==> config.mk <==
export PLATFORM = sky130hd
export DESIGN_NAME = coprocessor0_irq
export DESIGN_NICKNAME = d
export VERILOG_FILES = /design/src/rtl/coprocessor0_irq_pkg.sv /design/src/rtl/coprocessor0_irq_timer.sv /design/src/rtl/coprocessor0_irq.sv
export SDC_FILE = /design/constraint.sdc
export NUM_CORES = 1
export LEC_CHECK = 0
export CAP_MARGIN = 15
export CORE_AREA = 4 4 113 104
export DETAILED_ROUTE_END_ITERATION = 6
export DIE_AREA = 0 0 117 108
export PLACE_DENSITY_LB_ADDON = 0.05
export SYNTH_ARGS = -nofsm -noshare
export SYNTH_HDL_FRONTEND = slang
export SYNTH_SLANG_ARGS = --single-unit
==> constraint.sdc <==
create_clock -name clock -period 6.25 [get_ports clock]
set_clock_uncertainty 0.2 [all_clocks]
set_input_delay 1.25 -clock clock [delete_from_list [all_inputs] [get_ports clock]]
set_output_delay 1.25 -clock clock [all_outputs]
set_load 0.02 [all_outputs]
==> src/rtl/coprocessor0_irq_pkg.sv <==
// Shared CP0 definitions: register numbers, exception codes and the
// architectural bit layouts of Status and Cause.
package coprocessor0_params;

    localparam logic [4:0] REG_BADVADDR = 5'd8;
    localparam logic [4:0] REG_COUNT    = 5'd9;
    localparam logic [4:0] REG_COMPARE  = 5'd11;
    localparam logic [4:0] REG_STATUS   = 5'd12;
    localparam logic [4:0] REG_CAUSE    = 5'd13;
    localparam logic [4:0] REG_EPC      = 5'd14;

    typedef enum logic [4:0] {
        EXC_INT  = 5'd0,
        EXC_ADEL = 5'd4,
        EXC_ADES = 5'd5,
        EXC_SYS  = 5'd8,
        EXC_BP   = 5'd9,
        EXC_RI   = 5'd10,
        EXC_OV   = 5'd12
    } ExcCode;

    typedef struct packed {
        logic [8:0] zero_31_23;
        logic       bev;
        logic [5:0] zero_21_16;
        logic [7:0] im;
        logic [5:0] zero_7_2;
        logic       exl;
        logic       ie;
    } StatusData;

    typedef struct packed {
        logic        bd;
        logic        ti;
        logic [13:0] zero_29_16;
        logic [7:0]  ip;
        logic        zero_7;
        logic [4:0]  exc_code;
        logic [1:0]  zero_1_0;
    } CauseData;

endpackage

==> src/rtl/coprocessor0_irq_timer.sv <==
// Count/Compare timer: prescaled Count, Compare match raises TI until
// Compare is rewritten.
module coprocessor0_timer #(
    parameter int COUNT_DIVIDE = 2,
    parameter int DATA_WIDTH   = 32
) (
    input  logic                  clock,
    input  logic                  reset,
    input  logic                  count_write,
    input  logic                  compare_write,
    input  logic [DATA_WIDTH-1:0] write_data,
    output logic [DATA_WIDTH-1:0] count_value,
    output logic [DATA_WIDTH-1:0] compare_value,
    output logic                  timer_interrupt
);

    localparam int DIV_W = (COUNT_DIVIDE > 1) ? $clog2(COUNT_DIVIDE) : 1;
    localparam logic [DIV_W-1:0] DIV_LAST = DIV_W'(COUNT_DIVIDE - 1);

    logic [DIV_W-1:0]      div_q, div_d;
    logic [DATA_WIDTH-1:0] count_q, count_d;
    logic [DATA_WIDTH-1:0] compare_q, compare_d;
    logic                  ti_q, ti_d;

    always_comb begin
        div_d     = div_q;
        count_d   = count_q;
        compare_d = compare_q;
        ti_d      = ti_q;
        if (count_write) begin
            count_d = write_data;
            div_d   = '0;
        end else if (div_q == DIV_LAST) begin
            div_d   = '0;
            count_d = count_q + DATA_WIDTH'(1);
            if (count_d == compare_q) ti_d = 1'b1;
        end else begin
            div_d = div_q + DIV_W'(1);
        end
        // Compare write acknowledges the interrupt, beating a same-cycle match.
        if (compare_write) begin
            compare_d = write_data;
            ti_d      = 1'b0;
        end
    end

    always_ff @(posedge clock) begin
        if (reset) begin
            div_q     <= '0;
            count_q   <= '0;
            compare_q <= '1;
            ti_q      <= 1'b0;
        end else begin
            div_q     <= div_d;
            count_q   <= count_d;
            compare_q <= compare_d;
            ti_q      <= ti_d;
        end
    end

    assign count_value     = count_q;
    assign compare_value   = compare_q;
    assign timer_interrupt = ti_q;

endmodule

==> src/rtl/coprocessor0_irq.sv <==
// CP0 with BadVAddr, sampled hardware interrupts, IRQ request and IF redirect.
// Define COPROCESSOR0_TIMER_EN to include the Count/Compare timer.
module coprocessor0_irq
    import coprocessor0_params::*;
#(
    parameter int                    HW_INT_COUNT     = 6,
    parameter int                    COUNT_DIVIDE     = 2,
    parameter int                    DATA_WIDTH       = 32,
    parameter logic [DATA_WIDTH-1:0] EXCEPTION_VECTOR = 32'hBFC0_0380
) (
    input  logic                    clock,
    input  logic                    reset,
    input  logic [HW_INT_COUNT-1:0] hw_interrupt,
    input  logic                    write_enabled,
    input  logic [4:0]              write_register,
    input  logic [2:0]              write_select,
    input  logic [DATA_WIDTH-1:0]   write_data,
    input  logic [4:0]              read_register,
    input  logic [2:0]              read_select,
    output logic [DATA_WIDTH-1:0]   read_data,
    input  logic                    exception_valid,
    input  logic [4:0]              exception_code,
    input  logic [DATA_WIDTH-1:0]   exception_pc,
    input  logic [DATA_WIDTH-1:0]   exception_bad_vaddr,
    input  logic                    in_delay_slot,
    input  logic                    eret_valid,
    output logic                    interrupt_pending,
    output logic                    flush_valid,
    output logic [DATA_WIDTH-1:0]   flush_target
);

    logic [7:0]              im_q, im_d;
    logic                    exl_q, exl_d;
    logic                    ie_q, ie_d;
    logic                    bd_q, bd_d;
    logic [4:0]              exc_code_q, exc_code_d;
    logic [1:0]              ip_sw_q, ip_sw_d;
    logic [HW_INT_COUNT-1:0] hw_q, hw_d;
    logic [DATA_WIDTH-1:0]   epc_q, epc_d;
    logic [DATA_WIDTH-1:0]   badvaddr_q, badvaddr_d;

    logic                  wr_sel0, wr_status, wr_cause, wr_epc;
    logic                  ti;
    logic [DATA_WIDTH-1:0] count_value, compare_value;
    logic [7:0]            ip;
    StatusData             status_view;
    CauseData              cause_view;

    assign wr_sel0   = write_enabled && (write_select == 3'd0);
    assign wr_status = wr_sel0 && (write_register == REG_STATUS);
    assign wr_cause  = wr_sel0 && (write_register == REG_CAUSE);
    assign wr_epc    = wr_sel0 && (write_register == REG_EPC);

`ifdef COPROCESSOR0_TIMER_EN
    logic wr_count, wr_compare;

    assign wr_count   = wr_sel0 && (write_register == REG_COUNT);
    assign wr_compare = wr_sel0 && (write_register == REG_COMPARE);

    coprocessor0_timer #(
        .COUNT_DIVIDE (COUNT_DIVIDE),
        .DATA_WIDTH   (DATA_WIDTH)
    ) u_timer (
        .clock           (clock),
        .reset           (reset),
        .count_write     (wr_count),
        .compare_write   (wr_compare),
        .write_data      (write_data),
        .count_value     (count_value),
        .compare_value   (compare_value),
        .timer_interrupt (ti)
    );
`else
    assign ti            = 1'b0;
    assign count_value   = '0;
    assign compare_value = '0;
`endif

    // An exception owns Status/Cause/EPC for its cycle; ERET only owns Status.
    always_comb begin
        im_d       = im_q;
        exl_d      = exl_q;
        ie_d       = ie_q;
        bd_d       = bd_q;
        exc_code_d = exc_code_q;
        ip_sw_d    = ip_sw_q;
        epc_d      = epc_q;
        badvaddr_d = badvaddr_q;
        hw_d       = hw_interrupt;
        if (exception_valid) begin
            exl_d      = 1'b1;
            exc_code_d = exception_code;
            if (!exl_q) begin
                bd_d  = in_delay_slot;
                epc_d = in_delay_slot ? exception_pc - DATA_WIDTH'(4) : exception_pc;
            end
            if (exception_code == EXC_ADEL || exception_code == EXC_ADES)
                badvaddr_d = exception_bad_vaddr;
        end else begin
            if (eret_valid) begin
                exl_d = 1'b0;
            end else if (wr_status) begin
                im_d  = write_data[15:8];
                exl_d = write_data[1];
                ie_d  = write_data[0];
            end
            if (wr_cause) ip_sw_d = write_data[9:8];
            if (wr_epc)   epc_d   = write_data;
        end
    end

    always_ff @(posedge clock) begin
        if (reset) begin
            im_q       <= '0;
            exl_q      <= 1'b0;
            ie_q       <= 1'b0;
            bd_q       <= 1'b0;
            exc_code_q <= '0;
            ip_sw_q    <= '0;
            hw_q       <= '0;
            epc_q      <= '0;
            badvaddr_q <= '0;
        end else begin
            im_q       <= im_d;
            exl_q      <= exl_d;
            ie_q       <= ie_d;
            bd_q       <= bd_d;
            exc_code_q <= exc_code_d;
            ip_sw_q    <= ip_sw_d;
            hw_q       <= hw_d;
            epc_q      <= epc_d;
            badvaddr_q <= badvaddr_d;
        end
    end

    always_comb begin
        ip                    = '0;
        ip[1:0]               = ip_sw_q;
        ip[2 +: HW_INT_COUNT] = hw_q;
        ip[7]                 = ip[7] | ti;

        status_view     = '0;
        status_view.bev = 1'b1;
        status_view.im  = im_q;
        status_view.exl = exl_q;
        status_view.ie  = ie_q;

        cause_view          = '0;
        cause_view.bd       = bd_q;
        cause_view.ti       = ti;
        cause_view.ip       = ip;
        cause_view.exc_code = exc_code_q;
    end

    always_comb begin
        read_data = '0;
        if (read_select == 3'd0) begin
            case (read_register)
                REG_BADVADDR: read_data = badvaddr_q;
                REG_COUNT:    read_data = count_value;
                REG_COMPARE:  read_data = compare_value;
                REG_STATUS:   read_data = DATA_WIDTH'(status_view);
                REG_CAUSE:    read_data = DATA_WIDTH'(cause_view);
                REG_EPC:      read_data = epc_q;
                default:      read_data = '0;
            endcase
        end
    end

    assign interrupt_pending = ie_q & ~exl_q & (|(ip & im_q));
    assign flush_valid       = exception_valid | eret_valid;
    assign flush_target      = exception_valid ? EXCEPTION_VECTOR : epc_q;

endmodule
==> results.md <==
- Max H-tree Level: 3
- Async SR Flop Fraction: 0%
- Worst slew margin: 33.0%
- Yosys top cell area share: 35.2%
- Max-slew violation count: 0
- Max Root-Sink Buffers: 2
- PwrDens: 203 nW/um^2
- Vias in the first global route: 5,306
- N_diodes: 0
- # fillers: 943
- Leading area contributor after synthesis: dfxtp_1
- RR Startpoint: exl_q
- Worst slew pin tran: 1.01 ns
- DR DRC count: 0
- Post-Route WL: 17.6 mm
- Seq/Total Area, Yosys: 35.2%
- Slowest stage delay, CP: 0.64 ns
- Total Routing Usage GR: 27.5%
- Clk_lat worst skew: 0.33 ns
- Cells resized by post-CTS repair: 0
- Final nets: 936
- Hold_sp: badvaddr_q[13]
- Synth cell count leaders: nand2_1 (92), dfxtp_1 (88), nor2_1 (77)
- Number of synthesized flops with an enable pin: 0
- Crit Path Category: in -> out
- Critical path cell sequence: clkdlybuf4s50_1 > inv_1 > or2_2 > nor3b_4 > buf_4 > a22oi_1 > a21oi_1 > clkdlybuf4s50_1
- Status: finished clean
- CP Data Arrival Time: 3.72 ns
- Num rows: 36
- # IOs: 195
- Comb pwr share: 17.3%
- Post-route ant nets: 0
- Sw power: 357 uW
- Post-place setup slack: 1.08 ns
- Post-CTS Setup Inserts: 0
- Max VDD drop: 0.141 mV
- Power share of the clock group: 42.1%
- Layout cells sized above 1: 7.52%
- Seq pwr share: 40.6%
- Gpl congestion: 0.950
- DP Wirelength: 13.2 mm
- Die height: 108 um
- Switching share of power: 23.9%
- Yosys reg bits: 88
- CTS tree: built
- Syn_area_per_cell: 7.79 um^2
- Synth cell types: 66
- DR vias/cell: 5.82
- Post-Syn Area: 5000 um^2
- Crit path time final: 5.17 ns
- Pin count of the biggest net entering global routing: 104
- Storage cell area: 1760 um^2
- Worst-path clk slew: 0.06 ns
- Final Worst Setup Slack: 1.08 ns
- Per-cell routed wire length: 18.6 um
- Layout area overhead: 47.0%
- Post-CTS Hold Buffers: 0
- Ys flop type: dfxtp_1
- CP max-delay cell: clkdlybuf4s50_1
- Maximum fanout along the worst path: 32
- Nature of the critical path startpoint: input pin
- 1st-iter DRT viols: 532
- Multi-input gate area: 3020 um^2
- Final Hold Vio Count: 0
- 1st-pass router iterations: 5
- IO buf count: 194
- Yosys Warn Count: 0
- Setup TNS: 0 ns
- Pint: 1.14 mW
- Period Utilization, post-route: 82.7%
- Syn_nets: 772
- DIE WIDTH: 117 um
- Syn Inst Count: 642
- First-pass GRT wire length: 27.1 mm
- Leak: 2.51 nW
- CTS root buffer: clkbuf_16
- Count leader, synth: nand2_1
- Via count: 5,492
- # setup viols final: 0
- Critical path's most frequent cell: clkdlybuf4s50_1
- RSZ-0062 raised after global routing: false
- Total of max-cap violations: 0
- Tightest Hold Check Type: reg -> reg
- Core ar.: 10,600 um^2
- Worst Setup End Kind: output port
- Critical path startpoint: read_register[2]
- Total die area: 12,600 um^2
- Initial antenna violation count: 0
- GRT Residual Overflow: 0
- CTS buffer count: 9
- CTS sink count: 88
- Synth top area cells: dfxtp_1 (35%), nand2_1 (6.9%), a21oi_1 (6.8%), nor2_1 (5.8%), a22oi_1 (5.0%)
- Fmax: 193 MHz
- Starting Density: 47.1%
- Req. time, crit path: 4.80 ns
final cells by class:
cell class	count	share of cell area, %
repair buffers	203	27.5
inverters	7	0.357
flip-flops and latches	88	24.0
well taps	133	2.26
clock buffers	12	3.49
multi-input cells	497	41.1
clock inverters	4	1.34
layout by cell type (no fill, tap or decap), types with 4 or more instances in the layout:
cell               n
o21ai_0           13
a22oi_1           33
nor2_1            77
nor3_1            14
nor4_1            10
nor2b_1           27
xnor2_1           10
or3_1              4
a311oi_1           4
o31a_2             5
dfxtp_1           88
clkbuf_16          9
a211o_1            8
xor2_1             6
a222oi_1           8
buf_4              9
nand2b_1           4
inv_1              7
mux2i_1           21
nor3b_1            7
nand2_1           92
a21oi_1           68
a211oi_1           5
or2_2             15
nand4_1            5
clkdlybuf4s50_1  192
a31oi_1            5
critical path, delay by kind of cell:
| kind | cells | cell delay, ns |
|---|---|---|
| AND/OR/NAND/NOR | 2 | 0.52 |
| buffers and inverters | 4 | 1.58 |
| AO/OA/AOI/OAI | 2 | 0.36 |
state kept, by name (all words and copies together) (netlist names):
name	count
badvaddr_q	32
bd_q	1
epc_q	32
exc_code_q	5
exl_q	1
hw_q	6
ie_q	1
im_q	8
ip_sw_q	2
cell families (layout without fill, tap and decap cells):
| logic type | count (synthesis) | in the layout | synth area share, % |
|---|---|---|---|
| flops | 88 | 88 | 35.2 |
| mux | 21 | 21 | 4.20 |
| xor+xnor | 16 | 16 | 2.80 |
| compound gates | 170 | 170 | 22.9 |
| simple gates | 289 | 289 | 29.8 |
| fa+ha+maj | 1 | 1 | 0.250 |
| buf+inv | 57 | 226 | 4.85 |
routing by layer:
layer	track usage (%)	up-vias	wire length, um
met4	7.70	0	397
li1	-	2632	-
met1	32.7	2601	6920
met2	49.1	228	9090
met5	0	-	0
met3	6.66	31	1160
per-stage QoR:
| stage | util, % | cells | cell area, um^2 | power, mW | hold slack, ns |
|---|---|---|---|---|---|
| after detailed placement | 65.6 | 927 | 6970 | 0.873 | 0.249 |
| after floorplan | - | 642 | 5000 | 0.724 | 0.236 |
| final | 69.2 | 944 | 7350 | 1.49 | 0.257 |
| after global placement | 65.6 | 927 | 6970 | 0.869 | 0.242 |
| after global routing | 69.2 | 944 | 7350 | 1.54 | 0.273 |
| after CTS | 68.9 | 943 | 7330 | 1.50 | 0.257 |
power by group through the flow:
| stage | combinational, mW | clock (mW) | sequential [mW] |
|---|---|---|---|
| finish | 0.258 | 0.629 | 0.606 |
| global route | 0.279 | 0.658 | 0.607 |
| detailed placement | 0.255 | 0 | 0.618 |
| floorplan | 0.118 | 0 | 0.606 |
| global placement | 0.251 | 0 | 0.618 |
| CTS | 0.257 | 0.638 | 0.606 |
final timing paths:
kind,to,slack (ns),cells after the start
setup / recovery,read_data[8],1.08,8
hold / removal,badvaddr_q[13],0.26,2
setup reg to reg,epc_q[5],3.56,6
hold reg to reg,badvaddr_q[13],0.26,2
No activity file was read; power rests on OpenSTA's default activity.
